### src/rtl/debounce_pkg.sv
// Shared state encoding and default parameter values for the push-button debouncer.
package debounce_pkg;

  typedef enum logic [1:0] {
    LOW      = 2'd0,
    CHK_HIGH = 2'd1,
    HIGH     = 2'd2,
    CHK_LOW  = 2'd3
  } state_t;

  localparam int DEF_SYNC_STAGES     = 2;
  localparam int DEF_DEBOUNCE_CYCLES = 4;

endpackage

### src/rtl/sync_chain.sv
// Metastability synchronizer: STAGES-deep flop chain, q lags d by STAGES edges.
module sync_chain
  import debounce_pkg::*;
#(
  parameter int STAGES = DEF_SYNC_STAGES
) (
  input  logic clock,
  input  logic reset,
  input  logic d,
  output logic q
);

  logic [STAGES-1:0] r_sync;

  always_ff @(posedge clock) begin
    if (reset) begin
      r_sync <= '0;
    end else begin
      r_sync <= {r_sync[STAGES-2:0], d};
    end
  end

  assign q = r_sync[STAGES-1];

endmodule

### src/rtl/button_debounce.sv
// Debounced push-button level; out follows a held raw_in level after SYNC_STAGES+DEBOUNCE_CYCLES edges.
// Moore FSM: out/busy come from the registered state only, never from raw_in.
module button_debounce
  import debounce_pkg::*;
#(
  parameter int SYNC_STAGES     = DEF_SYNC_STAGES,
  parameter int DEBOUNCE_CYCLES = DEF_DEBOUNCE_CYCLES
) (
  input  logic clock,
  input  logic reset,
  input  logic raw_in,
  output logic out,
  output logic busy
);

  localparam int CW = (DEBOUNCE_CYCLES > 1) ? $clog2(DEBOUNCE_CYCLES) : 1;
  localparam logic [CW-1:0] CNT_LAST = CW'(DEBOUNCE_CYCLES - 1);

  logic          w_sync;
  state_t        r_state;
  state_t        w_state_nxt;
  logic [CW-1:0] r_cnt;
  logic [CW-1:0] w_cnt_nxt;

  sync_chain #(
    .STAGES(SYNC_STAGES)
  ) u_sync (
    .clock(clock),
    .reset(reset),
    .d    (raw_in),
    .q    (w_sync)
  );

  always_ff @(posedge clock) begin
    if (reset) begin
      r_state <= LOW;
      r_cnt   <= '0;
    end else begin
      r_state <= w_state_nxt;
      r_cnt   <= w_cnt_nxt;
    end
  end

  // The count saturates at CNT_LAST because reaching it always leaves the CHK state.
  always_comb begin
    w_state_nxt = r_state;
    w_cnt_nxt   = r_cnt;
    out         = 1'b0;
    busy        = 1'b0;
    case (r_state)
      LOW: begin
        if (w_sync) begin
          w_state_nxt = CHK_HIGH;
          w_cnt_nxt   = '0;
        end
      end
      CHK_HIGH: begin
        busy = 1'b1;
        if (!w_sync) begin
          w_state_nxt = LOW;
        end else if (r_cnt == CNT_LAST) begin
          w_state_nxt = HIGH;
        end else begin
          w_cnt_nxt = r_cnt + 1'b1;
        end
      end
      HIGH: begin
        out = 1'b1;
        if (!w_sync) begin
          w_state_nxt = CHK_LOW;
          w_cnt_nxt   = '0;
        end
      end
      CHK_LOW: begin
        out  = 1'b1;
        busy = 1'b1;
        if (w_sync) begin
          w_state_nxt = HIGH;
        end else if (r_cnt == CNT_LAST) begin
          w_state_nxt = LOW;
        end else begin
          w_cnt_nxt = r_cnt + 1'b1;
        end
      end
      default: begin
        w_state_nxt = LOW;
      end
    endcase
  end

endmodule

### config.mk
export PLATFORM = sky130hd
export DESIGN_NAME = button_debounce
export DESIGN_NICKNAME = d
export VERILOG_FILES = /design/src/rtl/debounce_pkg.sv /design/src/rtl/sync_chain.sv /design/src/rtl/button_debounce.sv
export SDC_FILE = /design/constraint.sdc
export NUM_CORES = 1
export LEC_CHECK = 0
export CORE_AREA = 2 2 39 41
export DETAILED_ROUTE_END_ITERATION = 10
export DIE_AREA = 0 0 41 43
export PLACE_DENSITY = 0.32
export SETUP_SLACK_MARGIN = 0.15
export SLEW_MARGIN = 20
export SYNTH_ARGS = -nofsm -noshare
export SYNTH_HDL_FRONTEND = slang
export SYNTH_SLANG_ARGS = --single-unit
### constraint.sdc
create_clock -name clock -period 2.5 [get_ports clock]
set_input_delay 0.5 -clock clock [delete_from_list [all_inputs] [get_ports clock]]
set_output_delay 0.5 -clock clock [all_outputs]
set_load 0.005 [all_outputs]
==> results.yml, run 1 <==
timing:
  fin_crit_sh: 0.666
  final_hold_viol_count: 0
  final-setup-viol-count: 0
  layout_min_cycle_time_ns: 1.66
  skew_ns: 0.00629
  grt_setup_unrepaired: "no"
  relSlewSlack: 0.847
  fmax_mhz: 601
  slew_violations: 0
  worstMarginPinSlew_ns: 0.229
  setup_tns_ns: 0
grt:
  overflow: 0
  grt_max_degree: 7
  grt_pass1_wl_um: 752
  grt_pass1_vias: 210
  antenna_found_initial: 0
  grt_usage: 0.0714
synthesis:
  syn-num-nets: 28
  syn-cell-area_um2: 234
  synthCells: 24
  synth_top_area_frac: 0.513
  yosysTopAreaCell: "dfxtp_1"
  postSynthRegisterBits: 6
  syn_avg_cell_area_um2: 9.75
  synth.area.top_cells: "dfxtp_1, nor2b_1, ha_1, a21oi_1, mux2i_1"
  ys_warn_count: 0
  yosysUniqueCellTypes: 14
  yosysSeqAreaShare: 0.513
clock_network:
  clock_sinks: 6
  cts-htree-levels: 1
  cts-buffers-inserted: 3
  ctsResizeCount: 0
  cts.clk_slew.worst_paths_ns: 0.05
  cts_tree: "yes"
  cts_setup_buffers: 0
  root_buffer: "clkbuf_4"
  worst_skew_pair.late_latency_ns: 0.24
  clock_path_buffers: 2
  holdBufCountCts: 0
worst_setup_path:
  worst-path-max-fanout: 4
  required_ns: 2.00
  start_kind: "register"
  crit_type: "reg -> out"
  slowest_delay_ns: 0.53
  cp_data_arrival_time_ns: 1.16
  crit_chain: "clkdlybuf4s50_1"
  crit_path_end_kind: "output pin"
  crit_family: "buffers and inverters"
  critPathSlowestCell: "clkdlybuf4s50_1"
  path_buf_inv: 1
placement:
  portBuffers: 4
  gp_congestion: 0.558
detailed_routing:
  vias: 178
  wl_met2_um: 239
  routed_wl_um: 424
  wire_per_inst_um: 9.42
  drc: 0
  routed_via_density: 3.96
  top_layer_used: "met3"
  drt_iter0_drc: 3
  ant_nets: 0
  wl_met3_um: 17
  drt-met1-wl_um: 167
  drt_pass1_iterations: 4
power_and_ir_drop:
  p_per_area_nw_per_um2: 632
  finalPower_mw: 0.195
  vdd_drop_max_v: 0.000234
  leakage_nw: 0.117
hold_path:
  hold_path.class: "reg -> reg"
finish:
  mostFrequentLayoutCell: "dfxtp_1"
  drive_gt1_frac: 0.103
  n_antenna_cell: 0
  multi_input_area_um2: 106
  n_fill_cell: 156
  area_delta_synth_final_pct: 32.1
  layout_common_cells: "dfxtp_1, clkdlybuf4s50_1, nor2b_1, clkbuf_4"
  fin_util: 0.223
  seq_area_um2: 120
  nets: 35
die:
  ios: 5
  dieWidth_um: 41
  start_util: 0.169
  die_area_um2: 1760
  die_y_um: 43
  num_rows: 14
  core_um2: 1380
run_status:
  outcome: "finished clean"
job:
  drv_cap: 0
layer usage:
metal / track usage / vias up
met5: 0 / -
met4: 0.100 / 0
met3: 0.0314 / 0
met2: 0.100 / 4
met1: 0.0581 / 85
li1: - / 89
report_power, final:
part,leakage [nW],internal [mW],switching [mW]
sequential,0.0488,0.0981,0.00128
combinational,0.0545,0.00528,0.00318
clock,0.0138,0.0542,0.0334
total,0.117,0.158,0.0378
area by class of cell:
class / instances / share of cell area
well taps: 16 / 0.0648
flip-flops and latches: 6 / 0.389
repair buffers: 4 / 0.130
multi-input cells: 16 / 0.344
clock buffers: 3 / 0.0729
through the flow:
step,hold WS (ns),instances,area (um2),worst slack (ns)
2_1_floorplan,0.414,24,234,1.51
3_3_place_gp,0.433,42,287,1.10
3_5_place_dp,0.424,42,287,1.10
4_1_cts,0.445,45,309,0.822
5_1_grt,0.475,45,309,0.783
6_report,0.447,45,309,0.835
logic make-up after synthesis:
group	Yosys count	share of synthesized area
fa+ha+maj	1	0.0535
xor+xnor	2	0.0749
mux	1	0.0428
simple gates	8	0.198
flops	6	0.513
buf+inv	2	0.0321
compound gates	4	0.0856
cell usage after synthesis (all sizes together):
library cell,number
dfxtp,6
nor2b,3
a21oi,2
clkbuf,2
o21ai,2
and2,1
ha,1
mux2i,1
nand3,1
nand3b,1
nor2,1
nor3,1
xnor2,1
xor2,1
path summary, 6_finish.rpt:
| check | from | cells past startpoint | to | slack, ns |
|---|---|---|---|---|
| hold reg to reg | u_sync.r_sync[0]$_SDFF_PP0_ | 1 | u_sync.r_sync[1]$_SDFF_PP0_ | 0.45 |
| setup reg to reg | r_cnt[0]$_SDFFE_PP0P_ | 4 | register | 1.38 |
| hold / removal | u_sync.r_sync[0]$_SDFF_PP0_ | 1 | u_sync.r_sync[1]$_SDFF_PP0_ | 0.45 |
| setup / recovery | register | 1 | out | 0.84 |
Power figures use the tool's default switching activity.
==> run 2: changes to the inputs <==
==> constraint.sdc (replaced) <==
create_clock -name clock -period 1.6 [get_ports clock]
set_input_delay 0.32 -clock clock [delete_from_list [all_inputs] [get_ports clock]]
set_output_delay 0.32 -clock clock [all_outputs]
set_load 0.005 [all_outputs]
==> run 2 against run 1 <==
  * Die area is the same
  * Worst setup slack lost 0.35 ns
  * Combinational power grew 54%
  * Design area grew 2.0%
  * Non-clock buffer count is the same
  * Largest cell class unchanged
  * Critical path depth grew 3
  * Clock skew is essentially flat
  * Clock power grew 56%
==> results.yml, run 2 (synthesis results as in run 1) <==
run_status:
  outcome: "finished clean"
worst_setup_path:
  crit_type: "reg -> reg"
  crit_family: "flip-flops"
  path_buf_inv: 0
  worst-path-max-fanout: 4
  critPathSlowestCell: "dfxtp_1"
  start_kind: "register"
  slowest_delay_ns: 0.35
  crit_chain: "ha_1 -> and2_1 -> mux2i_1 -> nor2_1"
  crit_path_end_kind: "register"
  required_ns: 1.73
  cp_data_arrival_time_ns: 1.24
  worst_r2r_startpoint: "r_cnt[0]$_SDFFE_PP0P_"
  startpoint: "r_cnt[0]$_SDFFE_PP0P_"
timing:
  whs_ns: 0.447
  fmax_mhz: 894
  final-setup-viol-count: 0
  final_hold_viol_count: 0
  fin_crit_sh: 0.699
  setup_tns_ns: 0
  slew_violations: 0
  relSlewSlack: 0.847
  skew_ns: 0.00630
  worstMarginPinSlew_ns: 0.229
  layout_min_cycle_time_ns: 1.12
  grt_setup_unrepaired: "no"
finish:
  finalNonFillerCells: 45
  nets: 35
  drive_gt1_frac: 0.138
  mostFrequentLayoutCell: "dfxtp_1"
  area_delta_synth_final_pct: 34.8
  layout_common_cells: "dfxtp_1, nor2b_1, clkbuf_4"
  n_antenna_cell: 0
  fin_util: 0.228
clock_network:
  cts.clk_slew.worst_paths_ns: 0.05
  cts_tree: "yes"
  clock_sinks: 6
  worst_skew_pair.late_latency_ns: 0.24
  root_buffer: "clkbuf_4"
  cts_setup_buffers: 0
  cts-htree-levels: 1
  cts-buffers-inserted: 3
  holdBufCountCts: 0
  clock_path_buffers: 2
job:
  drv_cap: 0
detailed_routing:
  drt_pass1_iterations: 2
  drc: 0
  routed_via_density: 3.98
  vias: 179
  routed_wl_um: 424
  wire_per_inst_um: 9.42
  drt_iter0_drc: 3
  ant_nets: 0
power_and_ir_drop:
  leakage_nw: 0.154
  finalPower_mw: 0.305
  vdd_drop_max_v: 0.000365
  p_per_area_nw_per_um2: 968
grt:
  grt_pass1_vias: 210
  overflow: 0
  grt_pass1_wl_um: 752
  grt_max_degree: 7
  antenna_found_initial: 0
  grt_usage: 0.0714
die:
  start_util: 0.169
  ios: 5
  dieWidth_um: 41
  core_um2: 1380
  num_rows: 14
  die_y_um: 43
  die_area_um2: 1760
placement:
  dp.cells: 42
  portBuffers: 4
  gp_congestion: 0.558
hold_path:
  hold_path.class: "reg -> reg"
  min_from: "u_sync.r_sync[0]$_SDFF_PP0_"
==> run 2: changes by cell type in the layout (fill, tap and decap cells not counted), sizes merged <==
cell	previous run	this run
clkdlybuf4s50	4	2
dlymetal6s2s	0	2
==> run 2: per-layer routing <==
layer	global-route usage	up-vias	wire, um
met5	0	-	0
met4	0.100	0	0
met3	0.0314	0	17
met2	0.100	4	238
met1	0.0581	85	168
li1	-	90	-
==> run 2: final cells by class <==
class	count	area [um2]
clock buffers	3	22.5
fillers	156	1070
multi-input cells	16	106
flip-flops and latches	6	121
well taps	16	20.0
repair buffers	4	45.0
==> run 2: repair_timing <==
| item | CTS | global route |
|---|---|---|
| pin swaps | 0 | 0 |
| resized for setup | 1 | 2 |
| endpoints found under the setup margin | 1 | 2 |
==> run 2: through the flow <==
stage	cell area, um2	worst slack (ns)
finish	315	0.481
global route	315	0.388
CTS	310	0.161
floorplan	234	0.606
global placement	287	0.385
detailed placement	287	0.377
==> run 2: power breakdown <==
part / internal, mW / switching, mW / total (mW)
clock: 0.0847 / 0.0522 / 0.137
sequential: 0.153 / 0.00198 / 0.155
combinational: 0.00805 / 0.00496 / 0.0130
total: 0.246 / 0.0592 / 0.305
==> run 2: worst paths after layout <==
path,depth (start not counted),slack [ns],to
worst min-delay path,1,0.45,u_sync.r_sync[1]$_SDFF_PP0_
worst min register to register,1,0.45,u_sync.r_sync[1]$_SDFF_PP0_
worst max register to register,4,0.48,register
worst max-delay path,4,0.48,register
==> run 3: changes to the inputs <==
--- a/config.mk
+++ b/config.mk
@@ -8,7 +8,7 @@
 export CORE_AREA = 2 2 39 41
 export DETAILED_ROUTE_END_ITERATION = 10
 export DIE_AREA = 0 0 41 43
-export PLACE_DENSITY = 0.32
+export PLACE_DENSITY = 0.33
 export SETUP_SLACK_MARGIN = 0.15
 export SLEW_MARGIN = 20
 export SYNTH_ARGS = -nofsm -noshare
==> constraint.sdc (replaced) <==
create_clock -name clock -period 1 [get_ports clock]
set_input_delay 0.2 -clock clock [delete_from_list [all_inputs] [get_ports clock]]
set_output_delay 0.2 -clock clock [all_outputs]
set_load 0.005 [all_outputs]
==> run 3 against run 2 <==
  * Cell count grew 11%
  * Sequential cell count stayed put
  * Non-clock buffer count increased by 5
  * Clock skew shrank 0.0045 ns
  * Design area rose by 27%
  * Register-to-register slack worse by 0.46 ns
  * Clock power rose by 64%
  * Global-route usage is 0.19 points lower
  * Largest cell class is now multi-input combinational cells
==> results.yml, run 3 (synthesis results as in run 1) <==
detailed_routing:
  routed_wl_um: 439
  drt_iter0_drc: 2
  ant_nets: 0
  routed_via_density: 4.02
  drt_pass1_iterations: 4
  drc: 0
  vias: 201
  wire_per_inst_um: 8.78
hold_path:
  hold_path_end: "u_sync.r_sync[1]$_SDFF_PP0_"
  min_from: "u_sync.r_sync[0]$_SDFF_PP0_"
  hold_path.class: "reg -> reg"
  min_path_cells: 1
die:
  die_area_um2: 1760
  core_um2: 1380
  dieWidth_um: 41
  die_y_um: 43
  start_util: 0.169
  ios: 5
  num_rows: 14
clock_network:
  root_buffer: "clkbuf_4"
  clock_sinks: 6
  cts-htree-levels: 1
  cts_tree: "yes"
  cts-buffers-inserted: 3
  clock_path_buffers: 2
  worst_skew_pair.late_latency_ns: 0.24
  cts.clk_slew.worst_paths_ns: 0.05
worst_setup_path:
  required_ns: 1.12
  worst_r2r_startpoint: "r_cnt[1]$_SDFFE_PP0P_"
  crit_path_end_kind: "register"
  r2r_slack_ns: 0.02
  start_kind: "register"
  reg2regPathDepth: 4
  worst-path-max-fanout: 4
  crit_type: "reg -> reg"
  cp_data_arrival_time_ns: 1.10
timing:
  grt_setup_unrepaired: "yes"
  setup_ws_ns: 0.0196
  layout_min_cycle_time_ns: 0.980
  fin_crit_sh: 0.980
  whs_ns: 0.443
  relSlewSlack: 0.838
  worstMarginPinSlew_ns: 0.242
  fmax_mhz: 1020
  slew_violations: 0
  final_hold_viol_count: 0
  skew_ns: 0.00183
  final-setup-viol-count: 0
placement:
  gp_congestion: 0.613
  dp.cells: 44
  portBuffers: 4
  dp_slack_ns: -0.0127
  post-dp-hpwl_um: 290
power_and_ir_drop:
  vdd_drop_max_v: 0.000560
  leakage_nw: 0.157
  p_per_area_nw_per_um2: 1260
  finalPower_mw: 0.503
grt:
  grt.met2_usage: 0.0813
  antenna_found_initial: 0
  grt_pass1_vias: 200
  grt_max_degree: 7
  grt_pass1_wl_um: 710
  overflow: 0
  grt_usage: 0.0695
  use_met3: 0.0314
  grt-busiest-layer: "met4"
  use_met1: 0.0714
run_status:
  outcome: "finished clean"
job:
  drv_cap: 0
finish:
  n_antenna_cell: 0
  area_delta_synth_final_pct: 70.6
  drive_gt1_frac: 0.588
  n_fill_cell: 161
  layout_common_cells: "dfxtp_2, buf_4, nor2b_1, clkbuf_4"
  nets: 40
  mostFrequentLayoutCell: "dfxtp_2"
  finalNonFillerCells: 50
run 3: changes by cell type in the layout (fill, tap and decap cells not counted), sizes merged:
cell	previous run	this run
buf	0	7
dlymetal6s2s	2	0
run 3: final cells by class:
cell class              instances  area (um2)  area share
repair buffers                  9        77.6       0.194
flip-flops and latches          6         126       0.317
well taps                      16        20.0      0.0502
multi-input cells              16         153       0.382
clock buffers                   3        22.5      0.0564
run 3: layer usage:
layer | part of all wire | wire, um
met1 | 0.41 | 182
met2 | 0.50 | 220
met3 | 0.059 | 26
met4 | 0.023 | 10
met5 | 0 | 0
run 3: how the worst max path moves through the flow:
stage | slack (ns) | cells after the start | endpoint | startpoint
after global routing | -0.04 | 4 | register | r_cnt[0]$_SDFFE_PP0P_
after floorplan | 0.09 | 4 | register | r_cnt[1]$_SDFFE_PP0P_
after CTS | 0.02 | 4 | register | r_cnt[1]$_SDFFE_PP0P_
final | 0.02 | 4 | register | r_cnt[1]$_SDFFE_PP0P_
after global placement | -0.01 | 2 | r_state[0]$_SDFFE_PP0P_ | reset
after detailed placement | -0.01 | 2 | r_state[0]$_SDFFE_PP0P_ | reset
run 3: per-stage QoR:
step	setup TNS (ns)	utilization	cell area (um2)
6_report	0	0.288	399
5_1_grt	-0.0708	0.288	399
4_1_cts	0	0.257	355
3_5_place_dp	-0.0202	0.231	319
3_3_place_gp	-0.0401	0.231	319
2_1_floorplan	0	-	251
run 3: worst max-delay path: stages (launching register included):
cell and delay, ns:
dfxtp_2 0.34, ha_4 0.13, and2_4 0.16, mux2i_1 0.18, nor2_1 0.05
run 3: power by group:
| group | internal [mW] | switching (mW) | total [mW] |
|---|---|---|---|
| clock network | 0.136 | 0.0892 | 0.225 |
| logic | 0.0180 | 0.00920 | 0.0272 |
| registers | 0.246 | 0.00493 | 0.250 |
run 3: what timing repair did:
action,in CTS,in global routing
buffers inserted,1,2
endpoints found under the setup margin,6,6
hold buffers,0,0
pin swaps,0,1
gates resized for setup,10,7
